**config.mk**
```make
export PLATFORM = sky130hd
export DESIGN_NAME = imem_loader_flat
export DESIGN_NICKNAME = d
export VERILOG_FILES = /design/src/rtl/imem_loader_pkg.sv /design/src/rtl/imem_loader_if.sv /design/src/rtl/imem_loader_byte_assembler.sv /design/src/rtl/imem_loader.sv /design/src/flat_wrapper.sv
export SDC_FILE = /design/constraint.sdc
export NUM_CORES = 1
export LEC_CHECK = 0
export BUFFER_PORTS_ARGS = -buffer_cell sky130_fd_sc_hd__buf_2
export CORE_MARGIN = 4
export CORE_UTILIZATION = 50
export DETAILED_ROUTE_END_ITERATION = 7
export GPL_TIMING_DRIVEN = 0
export PLACE_DENSITY = 0.77
export SKIP_LAST_GASP = 1
export SYNTH_ARGS = -nofsm -noshare
export SYNTH_HDL_FRONTEND = slang
export SYNTH_SLANG_ARGS = --single-unit
```
**constraint.sdc**
```tcl
create_clock -name clk_i -period 2.1 [get_ports clk_i]
set_input_delay 0.315 -clock clk_i [delete_from_list [all_inputs] [get_ports clk_i]]
set_output_delay 0.315 -clock clk_i [all_outputs]
set_load 0.005 [all_outputs]
```
**src/rtl/imem_loader_pkg.sv**
```systemverilog
// rtl/imem_loader_pkg.sv - shared types and frame-format constants for the IMEM boot loader
package imem_loader_pkg;

    typedef enum logic [2:0] {
        ST_IDLE   = 3'd0,
        ST_SYNC   = 3'd1,
        ST_LEN_HI = 3'd2,
        ST_LEN_LO = 3'd3,
        ST_DATA   = 3'd4,
        ST_CHK    = 3'd5,
        ST_DONE   = 3'd6,
        ST_ERR    = 3'd7
    } state_t;

    localparam logic [7:0] DEFAULT_SYNC_BYTE = 8'hA5;
    localparam int         FRAME_HDR_BYTES   = 3;
    localparam int         BYTES_PER_WORD    = 4;

    // Largest legal word count for a given word-address width
    function automatic logic [16:0] max_words(input int addr_width);
        return 17'(1) << addr_width;
    endfunction

endpackage

```
**src/rtl/imem_loader_if.sv**
```systemverilog
// rtl/imem_loader_if.sv - byte stream in and IMEM write port out of the loader
interface imem_loader_if;

    logic [7:0]  rx_data;
    logic        rx_valid;
    logic        rx_ready;
    logic        imem_we;
    logic [31:0] imem_addr;
    logic [31:0] imem_wdata;

    // Host side: supplies the byte stream and observes IMEM writes
    modport master (
        output rx_data, rx_valid,
        input  rx_ready, imem_we, imem_addr, imem_wdata
    );

    // Loader side
    modport slave (
        input  rx_data, rx_valid,
        output rx_ready, imem_we, imem_addr, imem_wdata
    );

endinterface

```
**src/rtl/imem_loader_byte_assembler.sv**
```systemverilog
// rtl/imem_loader_byte_assembler.sv - packs four big-endian bytes into a 32-bit word
module imem_loader_byte_assembler (
    input  logic        clk_i,
    input  logic        clear_i,
    input  logic        byte_valid_i,
    input  logic [7:0]  byte_i,
    output logic [31:0] word_o,
    output logic        word_strobe_o
);

    logic [1:0]  idx_q;
    logic [23:0] shift_q;

    // Shift in accepted bytes; the 4th byte completes the word combinationally
    always_ff @(posedge clk_i) begin
        if (clear_i) begin
            idx_q   <= 2'd0;
            shift_q <= 24'd0;
        end else if (byte_valid_i) begin
            idx_q   <= idx_q + 2'd1;
            shift_q <= {shift_q[15:0], byte_i};
        end
    end

    assign word_o        = {shift_q, byte_i};
    assign word_strobe_o = byte_valid_i && !clear_i && (idx_q == 2'd3);

endmodule

```
**src/rtl/imem_loader.sv**
```systemverilog
// rtl/imem_loader.sv - framed byte stream to IMEM writer that holds the core in reset until loaded
module imem_loader
    import imem_loader_pkg::*;
#(
    parameter int          ADDR_WIDTH     = 8,
    parameter logic [31:0] BASE_ADDR      = 32'h0,
    parameter logic [7:0]  SYNC_BYTE      = DEFAULT_SYNC_BYTE,
    parameter int          TIMEOUT_CYCLES = 100000
) (
    input  logic         clk_i,
    input  logic         rst_i,
    input  logic         start_i,
    imem_loader_if.slave bus,
    output logic         cpu_nrst_o,
    output logic         busy_o,
    output logic         done_o,
    output logic         error_o,
    output logic [15:0]  word_count_o
);

    localparam logic [16:0] MAX_WORDS    = max_words(ADDR_WIDTH);
    localparam logic [31:0] TIMEOUT_LAST = 32'(TIMEOUT_CYCLES - 1);

    state_t      state_q, state_d;
    logic [7:0]  len_hi_q;
    logic [15:0] len_q;
    logic [7:0]  checksum_q;
    logic [31:0] timer_q;
    logic [15:0] word_count_q;
    logic        imem_we_q;
    logic [31:0] imem_wdata_q;

    logic        rx_fire;
    logic        data_fire;
    logic        timed;
    logic        timeout_hit;
    logic        last_word;
    logic [16:0] len_n;
    logic [31:0] asm_word;
    logic        asm_strobe;

    assign rx_fire     = bus.rx_valid && bus.rx_ready;
    assign data_fire   = rx_fire && (state_q == ST_DATA) && !start_i;
    assign timed       = (state_q == ST_LEN_HI) || (state_q == ST_LEN_LO) ||
                         (state_q == ST_DATA)   || (state_q == ST_CHK);
    assign timeout_hit = timed && !rx_fire && (timer_q == TIMEOUT_LAST);
    assign len_n       = {1'b0, len_hi_q, bus.rx_data};
    // Previous word's write has always landed before the next 4th byte arrives
    assign last_word   = ({1'b0, word_count_q} + 17'd1) == {1'b0, len_q};

    imem_loader_byte_assembler u_asm (
        .clk_i         (clk_i),
        .clear_i       (rst_i || start_i),
        .byte_valid_i  (data_fire),
        .byte_i        (bus.rx_data),
        .word_o        (asm_word),
        .word_strobe_o (asm_strobe)
    );

    // State register
    always_ff @(posedge clk_i) begin
        if (rst_i) state_q <= ST_IDLE;
        else       state_q <= state_d;
    end

    // Next-state logic; start overrides any byte accepted in the same cycle
    always_comb begin
        state_d = state_q;
        if (start_i) begin
            state_d = ST_SYNC;
        end else begin
            case (state_q)
                ST_SYNC:   if (rx_fire && bus.rx_data == SYNC_BYTE) state_d = ST_LEN_HI;
                ST_LEN_HI: if (rx_fire) state_d = ST_LEN_LO;
                           else if (timeout_hit) state_d = ST_ERR;
                ST_LEN_LO: begin
                    if (rx_fire) begin
                        if (len_n == 17'd0)          state_d = ST_CHK;
                        else if (len_n > MAX_WORDS)  state_d = ST_ERR;
                        else                         state_d = ST_DATA;
                    end else if (timeout_hit) begin
                        state_d = ST_ERR;
                    end
                end
                ST_DATA:   if (asm_strobe && last_word) state_d = ST_CHK;
                           else if (timeout_hit) state_d = ST_ERR;
                ST_CHK: begin
                    if (rx_fire) state_d = (bus.rx_data == checksum_q) ? ST_DONE : ST_ERR;
                    else if (timeout_hit) state_d = ST_ERR;
                end
                default:   state_d = state_q;
            endcase
        end
    end

    // Status and handshake outputs are pure functions of the state
    always_comb begin
        bus.rx_ready = 1'b0;
        busy_o       = 1'b0;
        done_o       = 1'b0;
        error_o      = 1'b0;
        cpu_nrst_o   = 1'b0;
        case (state_q)
            ST_SYNC, ST_LEN_HI, ST_LEN_LO, ST_DATA, ST_CHK: begin
                bus.rx_ready = 1'b1;
                busy_o       = 1'b1;
            end
            ST_DONE: begin
                done_o     = 1'b1;
                cpu_nrst_o = 1'b1;
            end
            ST_ERR:  error_o = 1'b1;
            default: ;
        endcase
    end

    // Length capture, checksum, idle timer, word counter and registered IMEM write
    always_ff @(posedge clk_i) begin
        if (rst_i) begin
            len_hi_q     <= 8'd0;
            len_q        <= 16'd0;
            checksum_q   <= 8'd0;
            timer_q      <= 32'd0;
            word_count_q <= 16'd0;
            imem_we_q    <= 1'b0;
            imem_wdata_q <= 32'd0;
        end else begin
            imem_we_q <= asm_strobe;
            if (asm_strobe) imem_wdata_q <= asm_word;

            if (start_i || !timed || rx_fire) timer_q <= 32'd0;
            else                              timer_q <= timer_q + 32'd1;

            if (start_i) begin
                len_hi_q     <= 8'd0;
                len_q        <= 16'd0;
                checksum_q   <= 8'd0;
                word_count_q <= 16'd0;
            end else begin
                if (imem_we_q) word_count_q <= word_count_q + 16'd1;
                if (data_fire) checksum_q <= checksum_q ^ bus.rx_data;
                if (rx_fire && state_q == ST_LEN_HI) len_hi_q <= bus.rx_data;
                if (rx_fire && state_q == ST_LEN_LO) len_q <= len_n[15:0];
            end
        end
    end

    assign bus.imem_we    = imem_we_q;
    assign bus.imem_wdata = imem_wdata_q;
    assign bus.imem_addr  = BASE_ADDR + {14'd0, word_count_q, 2'b00};
    assign word_count_o   = word_count_q;

endmodule
```
**src/flat_wrapper.sv**
```systemverilog
// flat-port wrapper written by rule: the top's interface ports become plain ports
module imem_loader_flat import imem_loader_pkg::*;
#(
    parameter int          ADDR_WIDTH     = 8,
    parameter logic [31:0] BASE_ADDR      = 32'h0,
    parameter logic [7:0]  SYNC_BYTE      = DEFAULT_SYNC_BYTE,
    parameter int          TIMEOUT_CYCLES = 100000
)
  (clk_i, rst_i, start_i, cpu_nrst_o, busy_o, done_o, error_o, word_count_o, bus_rx_data, bus_rx_valid, bus_rx_ready, bus_imem_we, bus_imem_addr, bus_imem_wdata);
  imem_loader_if bus_i ();
  input  logic clk_i;
  input  logic rst_i;
  input  logic start_i;
  output logic cpu_nrst_o;
  output logic busy_o;
  output logic done_o;
  output logic error_o;
  output logic [15:0] word_count_o;
  input wire logic [$bits(bus_i.rx_data)-1:0] bus_rx_data;
  input wire logic [$bits(bus_i.rx_valid)-1:0] bus_rx_valid;
  output wire logic [$bits(bus_i.rx_ready)-1:0] bus_rx_ready;
  output wire logic [$bits(bus_i.imem_we)-1:0] bus_imem_we;
  output wire logic [$bits(bus_i.imem_addr)-1:0] bus_imem_addr;
  output wire logic [$bits(bus_i.imem_wdata)-1:0] bus_imem_wdata;
  assign bus_i.rx_data = bus_rx_data;
  assign bus_i.rx_valid = bus_rx_valid;
  assign bus_rx_ready = bus_i.rx_ready;
  assign bus_imem_we = bus_i.imem_we;
  assign bus_imem_addr = bus_i.imem_addr;
  assign bus_imem_wdata = bus_i.imem_wdata;
  imem_loader #(.ADDR_WIDTH(ADDR_WIDTH), .BASE_ADDR(BASE_ADDR), .SYNC_BYTE(SYNC_BYTE), .TIMEOUT_CYCLES(TIMEOUT_CYCLES)) u_core (.clk_i(clk_i), .rst_i(rst_i), .start_i(start_i), .bus(bus_i), .cpu_nrst_o(cpu_nrst_o), .busy_o(busy_o), .done_o(done_o), .error_o(error_o), .word_count_o(word_count_o));
endmodule
```
---- Yosys cells after proc, flatten, opt, wreduce, memory -nomap -nowiden ----
Index checks and enable logic that the tools add are counted.
operators by class
  divide/modulo/power cells ............... 0
  bitwise gates (word level) .............. 1
  reductions and logical operators ........ 29
  multipliers ............................. 0
  order comparisons ....................... 1
  $add $sub $neg .......................... 4
  shift operators ......................... 0
  multiplexer cells ....................... 14
  equal/unequal tests ..................... 14
operators with widths
  kind                   count
  $add 32x1->32 const B  1
  $eq 32x17->1 const B   1
  $mux 3                 7
  $add 16x1->17 const B  1
  $eq 17x16->1           1
  $logic_not 17->1       1
  $add 16x1->16 const B  1
  $gt 16x9->1 const B    1
  $pmux 3 s5             1
  $eq 3x3->1 const B     4
  $logic_and 1x1->1      11
  $eq 8x8->1             1
  $eq 8x8->1 const B     1
  $xor 8x8->8            1
  $eq 3x2->1 const B     2
  $logic_or 1x1->1       6
  $reduce_bool 6->1      1
  $mux 1                 5
  $reduce_bool 5->1      1
  $reduce_or 5->1        1
  $logic_not 1->1        4
  $reduce_and 2->1       2
  $reduce_or 2->1        2
  $eq 3x1->1 const B     1
  5 further kinds        5
storage, ports and cells
  input port bits ......................... 12
  word-level logic and storage cells ...... 74
  memories ................................ 0
  bits in registers ....................... 142
  ROM bits ................................ 0
  bits in latches ......................... 0
  memory bits (writable) .................. 0

---- Longest topological paths before layout ----
  depth in word-level cells ............... 12
  depth in mapped cells ................... 9

---- Modules after synthesis ----
From an unflattened synthesis, not the netlist that was laid out.
unflattened totals
  cells, all modules ...................... 764
  area, all modules ....................... 6,769.0 um^2
by module, submodules not included
  module                      cells an instance  instances  seq. area each (um^2)  area an instance (um^2)
  imem_loader                 670                1          2,322.2                5,741.8
  imem_loader_byte_assembler  94                 1          520.5                  1,027.2

---- Least setup slack after synthesis ----
OpenSTA, ideal clock, no wires.
  path type ............................... register to register
  start point ............................. register u_core.timer_q[0]
  end point ............................... register u_core.timer_q[22]
  library setup time ...................... 0.071 ns
  buffers on the path ..................... 1
  stages on the path, launching flop included .. 8
  setup slack ............................. 0.002 ns
  data arrival time ....................... 2.027 ns
  required time ........................... 2.029 ns
  clock period less this slack ............ 2.098 ns
  path through ............................ dfxtp_1 -> ha_1 -> and4_2 -> or3b_1 -> or3_1 -> clkbuf_1 -> or3_1 -> a21oi_1
on the way
  word-level cells in the longest chain between the ends .. 1
RTL lines
  what                      line                RTL
  start: declaration        imem_loader.sv:28   logic [31:0] timer_q;
  start signal: assignment  imem_loader.sv:132  else timer_q <= timer_q + 32'd1;
  $add 32x1->32             imem_loader.sv:132
No other way between the ends.
A chain may end at the register's enable or synchronous reset.

---- Worst setup path after layout ----
Same ends and word-level chain as after synthesis.

==> run summary <==
Once placement finished, the instance area stood at 7020 um2. The peak fanout along the critical path came out at 7. The vertical die dimension came out at 121 um. The CTS clock-pin slew for the worst setup and hold paths is around 0.06 ns. The first global-routing pass estimated about 25 mm of wire. Once detail routing completed, the nets flagged for antenna violations numbered 0.

Global routing used 20.8% of the available tracks across all layers. The worst path required time came out at ~2.4 ns. The gate count of the mapped netlist is approximately 800. The wire length per cell came out at about 14 um. The maximum cell stage delay along the critical path is roughly 0.40 ns. The number of top-level pins is about 100. The startpoint identified for the worst register-to-register timing path is u_core.timer_q[0]$_SDFF_PP0_. The count of port buffers added during placement is 78. The overall via count from detail_route is 5,671. The number of pins with negative max-slew slack in the final report is 0. The fraction of registers with async set/reset came out at 0%. The area of the core came out at around 12,000 um2.

The worst setup path is of the flop to flop kind. The total of max-cap violations came out at 0. The iteration count of the initial detailed-routing pass is 5. The global-route layer with the greatest usage is met2. The count of synthesis-stage warnings from yosys came out at 0.

The number of design-rule violations left by the first detailed-router iteration came out at roughly 360. The max-slew headroom at the worst pin came out at roughly three fifths. The horizontal die dimension came out at 121 um. The total wire length is between 15 and 20 mm. The number of antenna diodes in the final layout is 0. The die area came out at between 10,000 and 15,000 um2. The multiplexer share of the synthesized area is 1.41%.

The initial antenna violation count came to 0. The run finished, with violations left. Summed over all cells, the static leakage comes to 2.89 nW.

The placement row count came out at 40. The setup TNS came out at -0.00945 ns. The clock sink count is between 100 and 150. Entering global routing, the biggest net connects 17 pins. IR analysis of the VDD net gives a maximum drop of about 0.66 mV. Setup repair after global routing could not meet its margin everywhere. The sum of net half-perimeters after detailed placement is 10.5 mm. At the pin with the least slew margin, the transition time is around 0.6 ns. The synthesized netlist devotes 9.47% of its cell area to compound gates. The signal arrival time at the worst endpoint came out at around 2.5 ns.

The count of cell types in the netlist came out at a little over 50. The synthesized design contains around 140 register bits. The smallest clock period supported by the final layout is computed as around 2.1 ns.

The number of hold-slack violations in the final timing report is 0. TritonCTS built the clock tree. After global routing the overflow that remains totals 0.

The number of remaining DRC errors is 0. Counting the buffers created by CTS gives 17. The slowest cell on the critical path is or3_4. STA classifies the critical path endpoint as a flop.

The number of flops mapped to enable cells by yosys came out at 0. Once routing completed, OpenROAD measured the worst setup slack at -0.00945 ns. The via count of the first global-routing pass was 5,195. The critical path goes through ha_4, and4_4, or3b_4, or3_4, or3_4, a21oi_2. The highest attainable clock frequency is about 0.47 GHz.

The tightest min-delay check is of the primary input to flop type. The share of the clock period used by the worst path after layout is 100%. The most used flip-flop cell after synthesis is dfxtp_1. The overall power consumption is ~0.006 W. At the end of the flow, the number of nets in the layout was 923. The routed via count divided by cell count came out at 5.21. The synthesized-area fraction occupied by adder cells came out at less than 1%.

The most critical setup path has its startpoint at u_core.timer_q[0]$_SDFF_PP0_. The checks that failed: setup timing. The startpoint of the tightest hold check path is bus_rx_data[1]. The clock latency at the later pin of the worst-skew pair came out at 0.41 ns. The fraction of final layout cells with drive strength greater than 1 is 22.3%. The setup violation total in the final timing report came out at 1. The final clock skew came out at approximately 0.0085 ns. The final weighted congestion in routability-driven placement is slightly above 0.8.

By area, the combinational part of the netlist is dominated by simple AND/OR/NAND/NOR gates. Sequential cells were found to cover between 40% and 50% of the synthesized design area. The starting utilization of the core area came out at roughly half.

The number of H-tree levels is 4. After routing the design area is around 7800 um2. The synthesized-area fraction occupied by xor and xnor cells is approximately a tenth. The global routing met3 resource utilization is between 4 and 5%. The simple-gate area share of the yosys netlist came out at about 26%. The critical path launch point type is a flop. The count of hold-fix buffers inserted at cts came out at 0. In this run the deepest clock path goes through 2 buffers. In this run the clock root is driven by a clkbuf_16.

For met1 alone, demand over resource in global routing was about 27%. Compared with the post-synthesis result, the final layout area differs by 23.0%. The most frequent cell on the critical path is or3_4.

The global routing met2 resource utilization is 33.8%. The mean post-synth cell area came out at roughly 8 um2. The cell area that synthesis handed to floorplanning was roughly 6400 um2. The power density normalized to cell area came out at roughly 750 nW/um2.
stage by stage:
step	hold slack [ns]	cells	setup slack (ns)	util (%)
after floorplan	0.430	804	0.00244	-
after global placement	0.438	1050	-0.372	57.3
after detailed placement	0.444	1050	-0.362	57.3
after CTS	0.218	1087	-0.0140	63.3
after global routing	0.229	1088	-0.122	63.8
final	0.243	1088	-0.00945	63.8
worst max-delay path: cells and delay by family (launching register included):
kind | cells | cell delay [ns]
compound gates | 1 | 0.14
flops | 1 | 0.37
fa+ha+maj | 1 | 0.15
simple gates | 4 | 1.37
placed cells by master (no fill, tap or decap), types with 8 or more instances in the layout:
| cell type | count |
|---|---|
| o21ai_0 | 10 |
| nand3_1 | 22 |
| inv_1 | 9 |
| conb_1 | 16 |
| nand2_1 | 174 |
| clkbuf_16 | 17 |
| xor2_1 | 34 |
| nand4_1 | 15 |
| nor4_1 | 10 |
| and3_1 | 8 |
| buf_4 | 46 |
| buf_2 | 80 |
| clkbuf_2 | 8 |
| dfxtp_1 | 133 |
| a21oi_1 | 87 |
| clkbuf_1 | 26 |
| nor2_1 | 72 |
| nor3_1 | 8 |
| xnor2_1 | 43 |
| mux2i_1 | 9 |
flip-flops by register name, summed over array words and instances (netlist names):
signal,flops
u_core.timer_q,32
u_core.len_hi_q,8
u_core.len_q,16
u_core.bus.imem_wdata,32
u_core.checksum_q,8
u_core.u_asm.shift_q,24
u_core.state_q,3
u_core.word_count_o,16
u_core.u_asm.idx_q,2
u_core.bus.imem_we,1
final cells by class:
| class | count | area, um2 |
|---|---|---|
| Fill cell | 1044 | 4430 |
| Multi-Input combinational cell | 574 | 3220 |
| Clock buffer | 19 | 433 |
| Buffer | 72 | 418 |
| Timing Repair Buffer | 90 | 480 |
| Inverter | 10 | 40.0 |
| Tap cell | 168 | 210 |
| Clock inverter | 13 | 165 |
| Sequential cell | 142 | 2870 |
final timing paths:
check | to | slack, ns | cells past startpoint
min | u_core.len_q[1]$_SDFFE_PP0P_ | 0.24 | 3
min reg2reg | u_core.bus.imem_wdata[18]$_SDFFE_PP0P_ | 0.45 | 2
max | u_core.timer_q[22]$_SDFF_PP0_ | -0.009 | 6
max reg2reg | u_core.timer_q[22]$_SDFF_PP0_ | -0.009 | 6
cells in the mapped netlist, types with 2 or more instances:
| cell type | count | area share, % |
|---|---|---|
| buf_1 | 3 | 0.18 |
| ha_1 | 4 | 0.79 |
| a21oi_1 | 88 | 6.9 |
| nor3b_1 | 2 | 0.24 |
| nor3_1 | 11 | 0.86 |
| xor2_1 | 34 | 4.7 |
| o311ai_0 | 2 | 0.28 |
| nand2b_1 | 2 | 0.20 |
| mux2i_1 | 9 | 1.4 |
| a211oi_1 | 2 | 0.24 |
| nor2b_1 | 2 | 0.20 |
| nand3_1 | 23 | 1.8 |
| and4_1 | 3 | 0.41 |
| o31ai_1 | 5 | 0.59 |
| inv_1 | 9 | 0.53 |
| clkbuf_1 | 39 | 2.3 |
| and3_1 | 8 | 0.79 |
| buf_4 | 34 | 4.0 |
| o21ai_0 | 10 | 0.79 |
| nor3_2 | 2 | 0.31 |
| nor2_1 | 73 | 4.3 |
| nor4_1 | 11 | 1.1 |
| dfxtp_1 | 142 | 45 |
| or3b_2 | 2 | 0.28 |
| nand4_1 | 15 | 1.5 |
| or4_1 | 5 | 0.59 |
| xnor2_1 | 43 | 5.9 |
| nand2_1 | 174 | 10 |
| or2_2 | 3 | 0.29 |
| or3_1 | 8 | 0.79 |
power breakdown:
group          internal (W)  switching (W)  total (W)
Clock               0.00187        0.00116    0.00304
Sequential          0.00269     0.00000322    0.00269
Combinational     0.0000457      0.0000877   0.000133
repair_timing:
| action | 4_1_cts | 5_1_grt |
|---|---|---|
| buffers inserted | 7 | 5 |
| setup endpoints to repair | 72 | 53 |
| gates resized for setup | 33 | 24 |
| pin swaps | 3 | 8 |
metal layers:
metal | share of wire (%) | vias up
met1 | 46 | 2644
met5 | 0 | -
met3 | 5.8 | 20
met4 | 1.5 | 0
li1 | - | 2830
met2 | 47 | 177
kinds of logic after synthesis:
| kind of cell | count (synthesis) |
|---|---|
| AO/OA/AOI/OAI | 112 |
| XOR/XNOR | 77 |
| adder cells (fa/ha/maj) | 4 |
| buffers and inverters | 88 |
| flip-flops | 142 |
| multiplexers | 9 |
| other | 1 |
| AND/OR/NAND/NOR | 356 |
No activity file was read; power rests on OpenSTA's default activity.
